`src/rtl/dii_packet_arbiter.sv`:
```
// dii_packet_arbiter
//   Round-robin, packet-granular arbiter. It shares one DII port among
//   NUM_PORTS requesters. A grant is held from the first flit of a packet
//   until that packet's last flit is accepted, so packets never interleave.
//   The output goes through a single-entry register stage with full
//   throughput.
// Ports
//   clk, rst      clock, asynchronous active-low reset
//   in_flit       per-port requester flits {valid, last, data[15:0]}
//   in_ready      per-port accept (combinational)
//   out_flit      registered arbitrated flit
//   out_ready     downstream accept
//   grant_idx     port currently or most recently granted
//   busy          high while a multi-flit packet holds the lock
//   err_len       one-cycle pulse when a packet grows past MAX_PKT_LEN flits

package dii_pkg;
    typedef struct packed {
        logic        valid;
        logic        last;
        logic [15:0] data;
    } dii_flit;
endpackage

// Per-port accept. In IDLE the port wins if it is the round-robin pick.
// In LOCKED it wins if it owns the lock. Either way it also needs a free
// output slot and reset released.
module dii_arb_lane (
    input  logic rst,
    input  logic slot_free,
    input  logic idle,
    input  logic hit,
    input  logic is_grant,
    output logic ready
);
    assign ready = rst & slot_free & (idle ? hit : is_grant);
endmodule

module dii_packet_arbiter
    import dii_pkg::*;
#(
    parameter  int NUM_PORTS   = 2,
    parameter  int MAX_PKT_LEN = 12,
    localparam int IW          = $clog2(NUM_PORTS),
    localparam int CW          = $clog2(MAX_PKT_LEN + 2)
) (
    input  logic                    clk,
    input  logic                    rst,
    input  dii_flit [NUM_PORTS-1:0] in_flit,
    output logic    [NUM_PORTS-1:0] in_ready,
    output dii_flit                 out_flit,
    input  logic                    out_ready,
    output logic    [IW-1:0]        grant_idx,
    output logic                    busy,
    output logic                    err_len
);
    typedef enum logic {IDLE, LOCKED} state_t;

    state_t         state, state_nxt;
    logic [IW-1:0]  rr_ptr, rr_nxt, grant_nxt, sel, acc_idx;
    logic [CW-1:0]  pkt_cnt, cnt_nxt;
    logic           found, slot_free, accept, err_nxt;
    dii_flit        acc_flit;

    assign slot_free = !out_flit.valid | out_ready;
    assign busy      = (state == LOCKED);

    // First valid requester, searching upward from rr_ptr with wrap.
    always_comb begin
        int            j;
        logic [IW-1:0] jj;
        sel   = '0;
        found = 1'b0;
        j     = 0;
        jj    = '0;
        for (int k = 0; k < NUM_PORTS; k++) begin
            j = int'(rr_ptr) + k;
            if (j >= NUM_PORTS) j = j - NUM_PORTS;
            jj = IW'(j);
            if (!found && in_flit[jj].valid) begin
                found = 1'b1;
                sel   = jj;
            end
        end
    end

    for (genvar i = 0; i < NUM_PORTS; i++) begin : g_lane
        dii_arb_lane u_lane (
            .rst       (rst),
            .slot_free (slot_free),
            .idle      (state == IDLE),
            .hit       (found && sel == IW'(i)),
            .is_grant  (grant_idx == IW'(i)),
            .ready     (in_ready[i])
        );
    end

    // At most one in_ready is high, and it is always at acc_idx.
    assign acc_idx  = (state == IDLE) ? sel : grant_idx;
    assign acc_flit = in_flit[acc_idx];
    assign accept   = acc_flit.valid & in_ready[acc_idx];

    always_comb begin
        state_nxt = state;
        rr_nxt    = rr_ptr;
        grant_nxt = grant_idx;
        cnt_nxt   = pkt_cnt;
        err_nxt   = 1'b0;
        if (accept) begin
            grant_nxt = acc_idx;
            if (state == IDLE)
                cnt_nxt = CW'(1);
            else if (pkt_cnt != CW'(MAX_PKT_LEN + 1))
                cnt_nxt = pkt_cnt + CW'(1);
            // The counter saturates one past the limit, so this fires once.
            err_nxt = (state == LOCKED) && !acc_flit.last &&
                      (pkt_cnt == CW'(MAX_PKT_LEN));
            if (acc_flit.last) begin
                state_nxt = IDLE;
                cnt_nxt   = '0;
                rr_nxt    = (acc_idx == IW'(NUM_PORTS - 1)) ? '0 : acc_idx + IW'(1);
            end else begin
                state_nxt = LOCKED;
            end
        end
    end

    always_ff @(posedge clk or negedge rst) begin
        if (!rst) state <= IDLE;
        else      state <= state_nxt;
    end

    always_ff @(posedge clk or negedge rst) begin
        if (!rst) begin
            rr_ptr    <= '0;
            grant_idx <= '0;
            pkt_cnt   <= '0;
            err_len   <= 1'b0;
            out_flit  <= '0;
        end else begin
            rr_ptr    <= rr_nxt;
            grant_idx <= grant_nxt;
            pkt_cnt   <= cnt_nxt;
            err_len   <= err_nxt;
            if (slot_free) out_flit <= accept ? acc_flit : '0;
        end
    end
endmodule

```
`config.mk`:
```
export PLATFORM = sky130hd
export DESIGN_NAME = dii_packet_arbiter
export DESIGN_NICKNAME = d
export VERILOG_FILES = /design/src/rtl/dii_packet_arbiter.sv
export SDC_FILE = /design/constraint.sdc
export NUM_CORES = 1
export LEC_CHECK = 0
export ABC_CLOCK_PERIOD_IN_PS = 1730
export BUFFER_PORTS_ARGS = -buffer_cell sky130_fd_sc_hd__buf_2
export CORE_UTILIZATION = 41
export CTS_CLUSTER_DIAMETER = 40
export DETAILED_ROUTE_END_ITERATION = 8
export PLACE_DENSITY = 0.74
export SYNTH_ARGS = -nofsm -noshare
export SYNTH_HDL_FRONTEND = slang
export SYNTH_SLANG_ARGS = --single-unit
export TNS_END_PERCENT = 5
```
`constraint.sdc`:
```
create_clock -name clk -period 1.73 [get_ports clk]
set_clock_uncertainty 0.1 [all_clocks]
set_input_delay 0.2595 -clock clk [delete_from_list [all_inputs] [get_ports clk]]
set_output_delay 0.2595 -clock clk [all_outputs]
set_load 0.02 [all_outputs]
```
; Word-level counts from Yosys, hierarchy flattened
; Cells that the tools add are included.
[totals]
register_bits = 26
latch_bits = 0
mem_bits_rw = 0
romBits = 0
inputBits = 39
output_inout_bits = 23
elab_cells = 62
n_memories = 0
[op_classes]
addsub = 5
mul = 0
n_div = 0
n_lt_le_gt_ge = 5
eq_ne = 3
shifts = 0
n_mux = 24
bitwise_logic = 7
n_reduce_logical = 10
[ops]
columns = cell, count
row1 = $mux 18, 7
row2 = $mux 1, 14
row3 = $mux 4, 3
row4 = $lt 1x2->1 const B, 3
row5 = $logic_and 1x1->1, 5
row6 = $add 4x1->4 const B, 1
row7 = $and 1x1->1, 4
row8 = $eq 4x4->1 const B, 1
row9 = $ne 4x4->1 const B, 1
row10 = $reduce_and 2->1, 2
row11 = $logic_not 1->1, 3
row12 = $ne 3x1->1 const B, 1
row13 = $add 1x1->2 const B, 1
row14 = $ge 1x2->1 const B, 1
row15 = $ge 2x2->1 const B, 1
row16 = $not 1->1, 2
row17 = $sub 1x1->1 const B, 2
row18 = $add 1x1->1 const B, 1
row19 = $or 1x1->1, 1

; Depth between registers and ports, before layout
; Gate-level depths: netlist of the first run.
[logic_depth]
depth_word = 16
depth_mapped = 6
mapped_depth_nobuf = 5

; Cells and area by module
; Synthesis of the first run repeated with hierarchy kept, for this count alone.
[unflattened]
hier_cells = 132
hier_area_um2 = 1493.9
[modules_own_cells]
columns = module, n_inst, cells_each, area_per_inst_um2
row1 = dii_packet_arbiter, 1, 126, 1458.9
row2 = dii_arb_lane, 2, 3, 17.5

; Worst setup path after synthesis of the first run
; OpenSTA, ideal clock, no wires.
[synth_path]
path_kind = register -> register
startpoint = reg out_flit[17] (netlist name)
endpoint = reg pkt_cnt[0]
setup_ns = 0.125
arrival_ns = 1.727
required_time_ns = 1.505
path_slack_ns = -0.222
stages_incl_launch_ff = 7
cell_sequence = dfrtp_1 -> nor2b_1 -> clkbuf_1 -> a2111o_1 -> buf_6 -> o21bai_4 -> mux2_4
[synth_between]
elab_chain_len = 8
[synth_lines]
columns = item, line_no
row1 = from (decl), 51  ; output dii_flit out_flit,
row2 = from (signal assigned), 145  ; if (slot_free) out_flit <= accept ? acc_flit : '0;
row3 = $logic_not 1->1 *, 65  ; assign slot_free = !out_flit.valid | out_ready;
row4 = $or 1x1->1 *, 65
row5 = $and 1x1->1 *, 36  ; assign ready = rst & slot_free & (idle ? hit : is_grant);
row6 = $and 1x1->1, 36
row7 = $mux 1 (implied by the code) * (2 in a row), 101  ; assign accept = acc_flit.valid & in_ready[acc_idx];
row8 = $and 1x1->1 *, 101
row9 = $reduce_and 2->1 (no line) *, --
row10 = to (signal assigned), 143  ; pkt_cnt <= cnt_nxt;
row11 = to (decl), 61  ; logic [CW-1:0] pkt_cnt, cnt_nxt;
; Mark *: on every way between the ends. The rest lies on a longest branch, timed or not. The select of a mux whose other input is x is not followed.
; A chain may end at the register's enable or synchronous reset.

; Final worst setup path of the first run
[layout_path]
startpoint = reg grant_idx
endpoint = reg rr_ptr
[layout_between]
elab_chain_len = 7
[layout_lines]
columns = item, line_no
row1 = from (decl), 53  ; output logic [IW-1:0] grant_idx,
row2 = from (signal assigned), 142  ; grant_idx <= grant_nxt;
row3 = $not 1->1, 93  ; .is_grant (grant_idx == IW'(i)),
row4 = $mux 1, 36
row5 = $and 1x1->1, 36
row6 = $mux 1 (implied by the code) (2 in a row), 101
row7 = $and 1x1->1, 101
row8 = $reduce_and 2->1 (no line), --
row9 = to (signal assigned), 141  ; rr_ptr <= rr_nxt;
row10 = to (decl), 60  ; logic [IW-1:0] rr_ptr, rr_nxt, grant_nxt, sel, acc_idx;
; Several ways; a longest one is shown, not always the timed one. The select of a mux whose other input is x is not followed.

==> impl_metrics.ini, run 1 <==
[global_route]
grt_overflow = 0
grt_pass1_wl_um = 5112
grt_max_degree = 27
grt_pass1_vias = 1169
track_usage_pct = 19.73
grt_antenna_before_repair = 0

[die]
rows = 20
initial_core_util_pct = 43.82
fp.dieW_um = 59.36
core_um2 = 3078
pin_count = 62
die-area_um2 = 3523
die_h_um = 59.36

[synth]
synth.avg_cell_area_um2 = 10.14
syn-cell-area_um2 = 1349
synth_nets = 175
synth_top_family_by_area = multiplexers
synth.yosys.seq_area_share_pct = 48.24
synth_mux_area_share_pct = 16.14
yosys.cell_types.count = 30
ys_ff_latch = 26
synthSimpleGateAreaFrac_pct = 12.24
synthCells = 133
synthAdderAreaFrac_pct = 2.783
synth_xor_area_share_pct = 0
synth_compound_area_share_pct = 15.12
yosys_warnings = 0

[timing]
finalHoldViolations = 0
finalSetupTns_ns = -0.4186
finalCritPeriodShare_pct = 106.1
max_clock_freq_mhz = 544.9
rsz0062_at_grt = yes
max-slew-margin-rel_pct = 82.64
tightest_slew_ns = 0.2595
setup_viol = 7
period_needed_ns = 1.835
fin_hold_ws_ns = 0.1194
drv_slew = 0
worst_slack_ns = -0.1052

[worst_hold_path]
min_from = in_flit[15]
min_path_type = input pin to flip-flop

[clock_network]
clk_latency_ns = 0.32
cts.htree.levels = 1
clockBufferDepth = 2
cts_tree = yes
numCtsBuffers = 3
cts.clk_slew.worst_paths_ns = 0.13
cts.sinks = 26
cts_root_buffer = clkbuf_4

[place]
hpwl_um = 2437
port_buffers = 61
routabilityCongestion = 0.8364

[pwr]
cell_internal_pwr_mw = 1.575
cellLeakagePower_nw = 0.9975
power.switching_fraction_pct = 39.69
switchingPower_mw = 1.037
power_density_nw_per_um2 = 1336
pwr-share-clk_pct = 10.0
combPwrFrac_pct = 55.8
vdd_drop_max_mv = 0.5641
p_seq_share_pct = 34.2

[finish]
multiInputGateArea_um2 = 705.7
layout.area.seq_um2 = 654.4
fillers = 266
layout-drive-gt1-share_pct = 48.33
syn_to_final_growth_pct = 44.90
num-nets-final = 252
antennaDiodeCount = 0

[worst_setup_path]
critical_path.endpoint_type = flip-flop
critPathRequiredTime_ns = 1.85
crit_fanout = 7
reg2reg_from = grant_idx$_DFFE_PN0P_
crit_chain = buf_4 -> mux2i_1 -> a2111o_1 -> buf_4 -> o21ai_1 -> o2bb2a_1
crit_arrival_ns = 1.95
cp_slowest_cell = dfrtp_2
worstSetupPathType = flip-flop to flip-flop
crit_buf_inv = 2
critPathTopFamily = compound AO/OA/AOI/OAI gates
slowest_delay_ns = 0.45
critPathLaunchType = flip-flop
startpoint = grant_idx$_DFFE_PN0P_
critical_path.most_common_cell = buf_4

[route]
drc = 0
dr_total_vias = 1246
drt_iter0_drc = 25
antenna_left = 0
drt-total-wl_um = 3316
first_pass_iters = 4
vias_per_cell = 4.925
wl_per_cell_um = 13.11

[outcome]
violations = negative setup slack
run_status = finished, violations left

[run]
drv_cap = 0
## stage by stage
step | setup slack (ns) | cells | instance area, um^2 | total power, mW | utilization (%)
floorplan | -0.1136 | 133 | 1355 | 1.643 | -
global placement | 0.02877 | 241 | 1754 | 2.024 | 56.99
CTS | -0.2076 | 251 | 1883 | 2.493 | 61.18
global route | -0.1544 | 253 | 1954 | 2.776 | 63.50
detailed placement | -0.03332 | 241 | 1754 | 2.079 | 56.99
finish | -0.1052 | 253 | 1954 | 2.612 | 63.50
## sequential cells by signal, indices dropped and copies added, names as in the netlist
register	count
busy	1
err_len	1
grant_idx	1
out_flit	18
pkt_cnt	4
rr_ptr	1
## power groups by stage
stage               Combinational, mW  Sequential, mW  Clock, mW
finish                           1.46           0.893      0.261
global route                     1.57           0.912      0.297
CTS                              1.33           0.898      0.268
detailed placement               1.17           0.907          0
global placement                 1.13           0.893          0
floorplan                       0.595            1.05          0
## timing repair
item / 4_1_cts / 5_1_grt
resized for setup: 13 / 12
hold buffers: 2 / 0
endpoints found under the hold margin: 26 / 0
pin swaps: 2 / 3
buffers inserted: 4 / 2
endpoints found under the setup margin: 4 / 19
## cell usage after synthesis, drive strengths merged
cell type,number,area share [%]
dfrtp,26,48
nand3,2,0.74
mux2i,18,13
a2111o,1,0.83
nor3b,1,0.56
a31oi,1,0.46
a22o,1,0.65
nor2b,2,0.93
clkbuf,4,1.1
and4,1,0.65
a2111oi,1,0.65
o21ai,19,7.1
o21bai,1,1.4
nor2,6,1.7
a21oi,2,0.74
and3,1,0.46
nand2b,3,1.4
mux2,3,2.8
nand2,21,5.8
inv,6,1.7
a32o,1,0.74
o211ai,1,0.56
ha,3,2.8
o22a,2,1.3
o2bb2a,1,0.74
buf,5,2.7
## final cells by class
class | instances | area share (%)
clock buffers | 4 | 1.344
inverters | 6 | 1.152
multi-input cells | 92 | 36.11
flip-flops and latches | 26 | 33.48
well taps | 44 | 2.817
repair buffers | 81 | 25.10
## path summary, 6_finish.rpt
kind                                            end  slack [ns]  depth (start not counted)
min reg2reg                 out_flit[9]$_DFFE_PN0N_        0.39                          2
min in group asynchronous   out_flit[9]$_DFFE_PN0N_        0.48                          4
max in group asynchronous     grant_idx$_DFFE_PN0P_        0.89                          4
max                              rr_ptr$_DFFE_PN0P_       -0.11                          6
max reg2reg                      rr_ptr$_DFFE_PN0P_       -0.11                          6
min                        out_flit[15]$_DFFE_PN0N_        0.12                          3
## placed cells by master (no fill, tap or decap), types with 2 or more instances in the layout
master	n
ha_1	3
buf_4	16
nand3_1	2
nand2b_4	2
o21ai_0	16
dfrtp_1	23
nand2_1	20
nor2_1	4
dfrtp_2	3
buf_6	4
mux2i_1	17
clkbuf_4	3
o21ai_1	2
o22a_1	2
inv_1	6
a21oi_1	2
buf_2	59
mux2_2	2
## cell families after synthesis
kind of cell	Yosys count
buffers and inverters	15
and+or+nand+nor	37
DFF	26
muxes	21
adders and majority gates	3
AOI/OAI and AO/OA	31
## routing by layer
layer	share of wire (%)	GRT usage (%)
met5	0	0
met4	1.5	6.122
met2	49	35.63
met1	43	23.74
met3	6.5	3.275
## worst min-delay path, stage by stage
cell     delay, ns
buf_2         0.07
mux2i_1       0.05
o21ai_0       0.13
Power figures use the tool's default switching activity.
==> run 2: changes to the inputs <==
--- a/config.mk
+++ b/config.mk
@@ -7,11 +7,12 @@
 export LEC_CHECK = 0
 export ABC_CLOCK_PERIOD_IN_PS = 1730
 export BUFFER_PORTS_ARGS = -buffer_cell sky130_fd_sc_hd__buf_2
+export CORE_ASPECT_RATIO = 1.25
 export CORE_UTILIZATION = 41
-export CTS_CLUSTER_DIAMETER = 40
+export CTS_CLUSTER_DIAMETER = 60
 export DETAILED_ROUTE_END_ITERATION = 8
 export PLACE_DENSITY = 0.74
 export SYNTH_ARGS = -nofsm -noshare
 export SYNTH_HDL_FRONTEND = slang
 export SYNTH_SLANG_ARGS = --single-unit
-export TNS_END_PERCENT = 5
+export TNS_END_PERCENT = 30
==> run 2 against run 1 <==
Compared with the run above:
- the run still ends with negative setup slack left
- worst hold slack lost 0.0072 ns
- register-to-register slack lost 0.08 ns
- non-clock buffer count is the same
- die area is essentially flat
- cell area grew 2.8%
- sequential cell count is the same
- sequential power shrank 1%
- critical path depth shrank 1
- fmax shrank 4.1%
- critical endpoint is now pkt_cnt[0]$_DFFE_PN0P_
==> impl_metrics.ini, run 2 (synthesized netlist as in run 1, its figures left out) <==
[outcome]
run_status = finished, violations left
violations = negative setup slack

[timing]
tightest_slew_ns = 0.3207
fin_hold_ws_ns = 0.1122
max_clock_freq_mhz = 522.7
max-slew-margin-rel_pct = 78.57
worst_slack_ns = -0.1833
period_needed_ns = 1.913
rsz0062_at_grt = yes
drv_slew = 0
finalHoldViolations = 0
finalCritPeriodShare_pct = 110.6
setup_viol = 14

[pwr]
vdd_drop_max_mv = 0.8565
finalPower_mw = 2.886
cellLeakagePower_nw = 1.019
power_density_nw_per_um2 = 1437

[worst_setup_path]
critical_path.endpoint_type = flip-flop
crit_end = pkt_cnt[0]$_DFFE_PN0P_
r2r_slack_ns = -0.18
critPathLaunchType = flip-flop
critPathRequiredTime_ns = 1.84
crit_fanout = 4
startpoint = busy$_DFFE_PN0P_
crit_arrival_ns = 2.02
reg2reg_depth = 5
reg2reg_from = busy$_DFFE_PN0P_
worstSetupPathType = flip-flop to flip-flop
timing.rr.end = pkt_cnt[0]$_DFFE_PN0P_

[clock_network]
clk_latency_ns = 0.32
numCtsBuffers = 3
cts_tree = yes
cts_root_buffer = clkbuf_4
cts.clk_slew.worst_paths_ns = 0.15
cts.sinks = 26
clockBufferDepth = 2
cts.htree.levels = 1

[finish]
layout.area.seq_um2 = 654.4
num-nets-final = 252
fin_cells = 245
fillers = 246
final_common_cell = buf_2
multiInputGateArea_um2 = 713.2
regMostFlops = out_flit
reg.largest.list = out_flit: 18 flops, pkt_cnt: 4 flops
largest_reg_flops = 18
syn_to_final_growth_pct = 48.89
layout-drive-gt1-share_pct = 49.28
antennaDiodeCount = 0
final_cell_mix = buf_2, dfrtp_1, nand2_1

[route]
antenna_left = 0
dr_total_vias = 1250
drt_iter0_drc = 17
drt-total-wl_um = 3531
first_pass_iters = 4
vias_per_cell = 5.102
drc = 0
wl_per_cell_um = 14.41

[global_route]
grt_pass1_wl_um = 5678
met2_usage_pct = 38.13
grt_max_degree = 27
grt_overflow = 0
gr-usage-met1_pct = 26.86
grt_antenna_before_repair = 0
grt_pass1_vias = 1296
grt_use_met3_pct = 2.529
track_usage_pct = 22.14
busiest_layer = met2

[worst_hold_path]
min_path_type = input pin to flip-flop

[run]
drv_cap = 0

[die]
die_h_um = 66.13
core_um2 = 3028
initial_core_util_pct = 44.55
rows = 22
pin_count = 62
die-area_um2 = 3524
fp.dieW_um = 53.30

[place]
dp_worst_setup_slack_ns = 0.02077
hpwl_um = 2364
port_buffers = 61
dp_cells = 231
routabilityCongestion = 0.8038
[run 2: cell count changes in the layout (fill, tap and decap cells not counted), sizes merged]
cell | before | now
clkbuf | 4 | 3
bufinv | 0 | 1
[run 2: worst max-delay path: stages (launching register included)]
cell	delay (ns)
dfrtp_2	0.46
buf_12	0.14
buf_6	0.10
a2111o_1	0.48
o21bai_4	0.21
mux2_4	0.29
[run 2: per-stage QoR]
step           instance area [um^2]  util, %  setup TNS [ns]
3_5_place_dp                   1730    57.15               0
4_1_cts                        1954    64.55         -0.5675
6_report                       2008    66.32          -1.028
2_1_floorplan                  1359        -         -0.1859
3_3_place_gp                   1730    57.15               0
5_1_grt                        2008    66.32          -2.340
[run 2: area by class of cell]
type                       count  area share [%]
multi-input combinational     92           35.51
sequential                    26           32.59
timing repair buffer          81           25.92
tap                           36           2.243
clock inverter                 1           1.495
clock buffer                   3           1.121
inverter                       6           1.121
[run 2: what timing repair did]
action / CTS / global route
setup endpoints to repair: 3 / 28
gates cloned: 0 / 0
endpoints found under the hold margin: 26 / 0
hold buffers: 2 / 0
pin swaps: 5 / 5
setup buffers: 6 / 2
resized for setup: 18 / 20
[run 2: worst min path at each step]
stage / startpoint / endpoint / slack [ns] / cells past startpoint
2_1_floorplan: rst / busy$_DFFE_PN0P_ / -0.14 / 0
3_3_place_gp: rst / out_flit[4]$_DFFE_PN0N_ / 0.21 / 2
3_5_place_dp: rst / out_flit[14]$_DFFE_PN0N_ / 0.21 / 2
4_1_cts: in_flit[8] / out_flit[8]$_DFFE_PN0N_ / 0.11 / 3
5_1_grt: in_flit[26] / out_flit[8]$_DFFE_PN0N_ / 0.09 / 3
6_report: in_flit[11] / out_flit[11]$_DFFE_PN0N_ / 0.11 / 3
[run 2: power breakdown]
part / switching, mW / total (mW) / internal, mW
clock: 0.175 / 0.409 / 0.234
combinational: 0.794 / 1.59 / 0.799
sequential: 0.116 / 0.883 / 0.767
[run 2: per-layer routing]
metal,vias up,routed length (um)
met4,0,70
met2,48,1843
met1,586,1465
met3,6,152
li1,610,-
met5,-,0
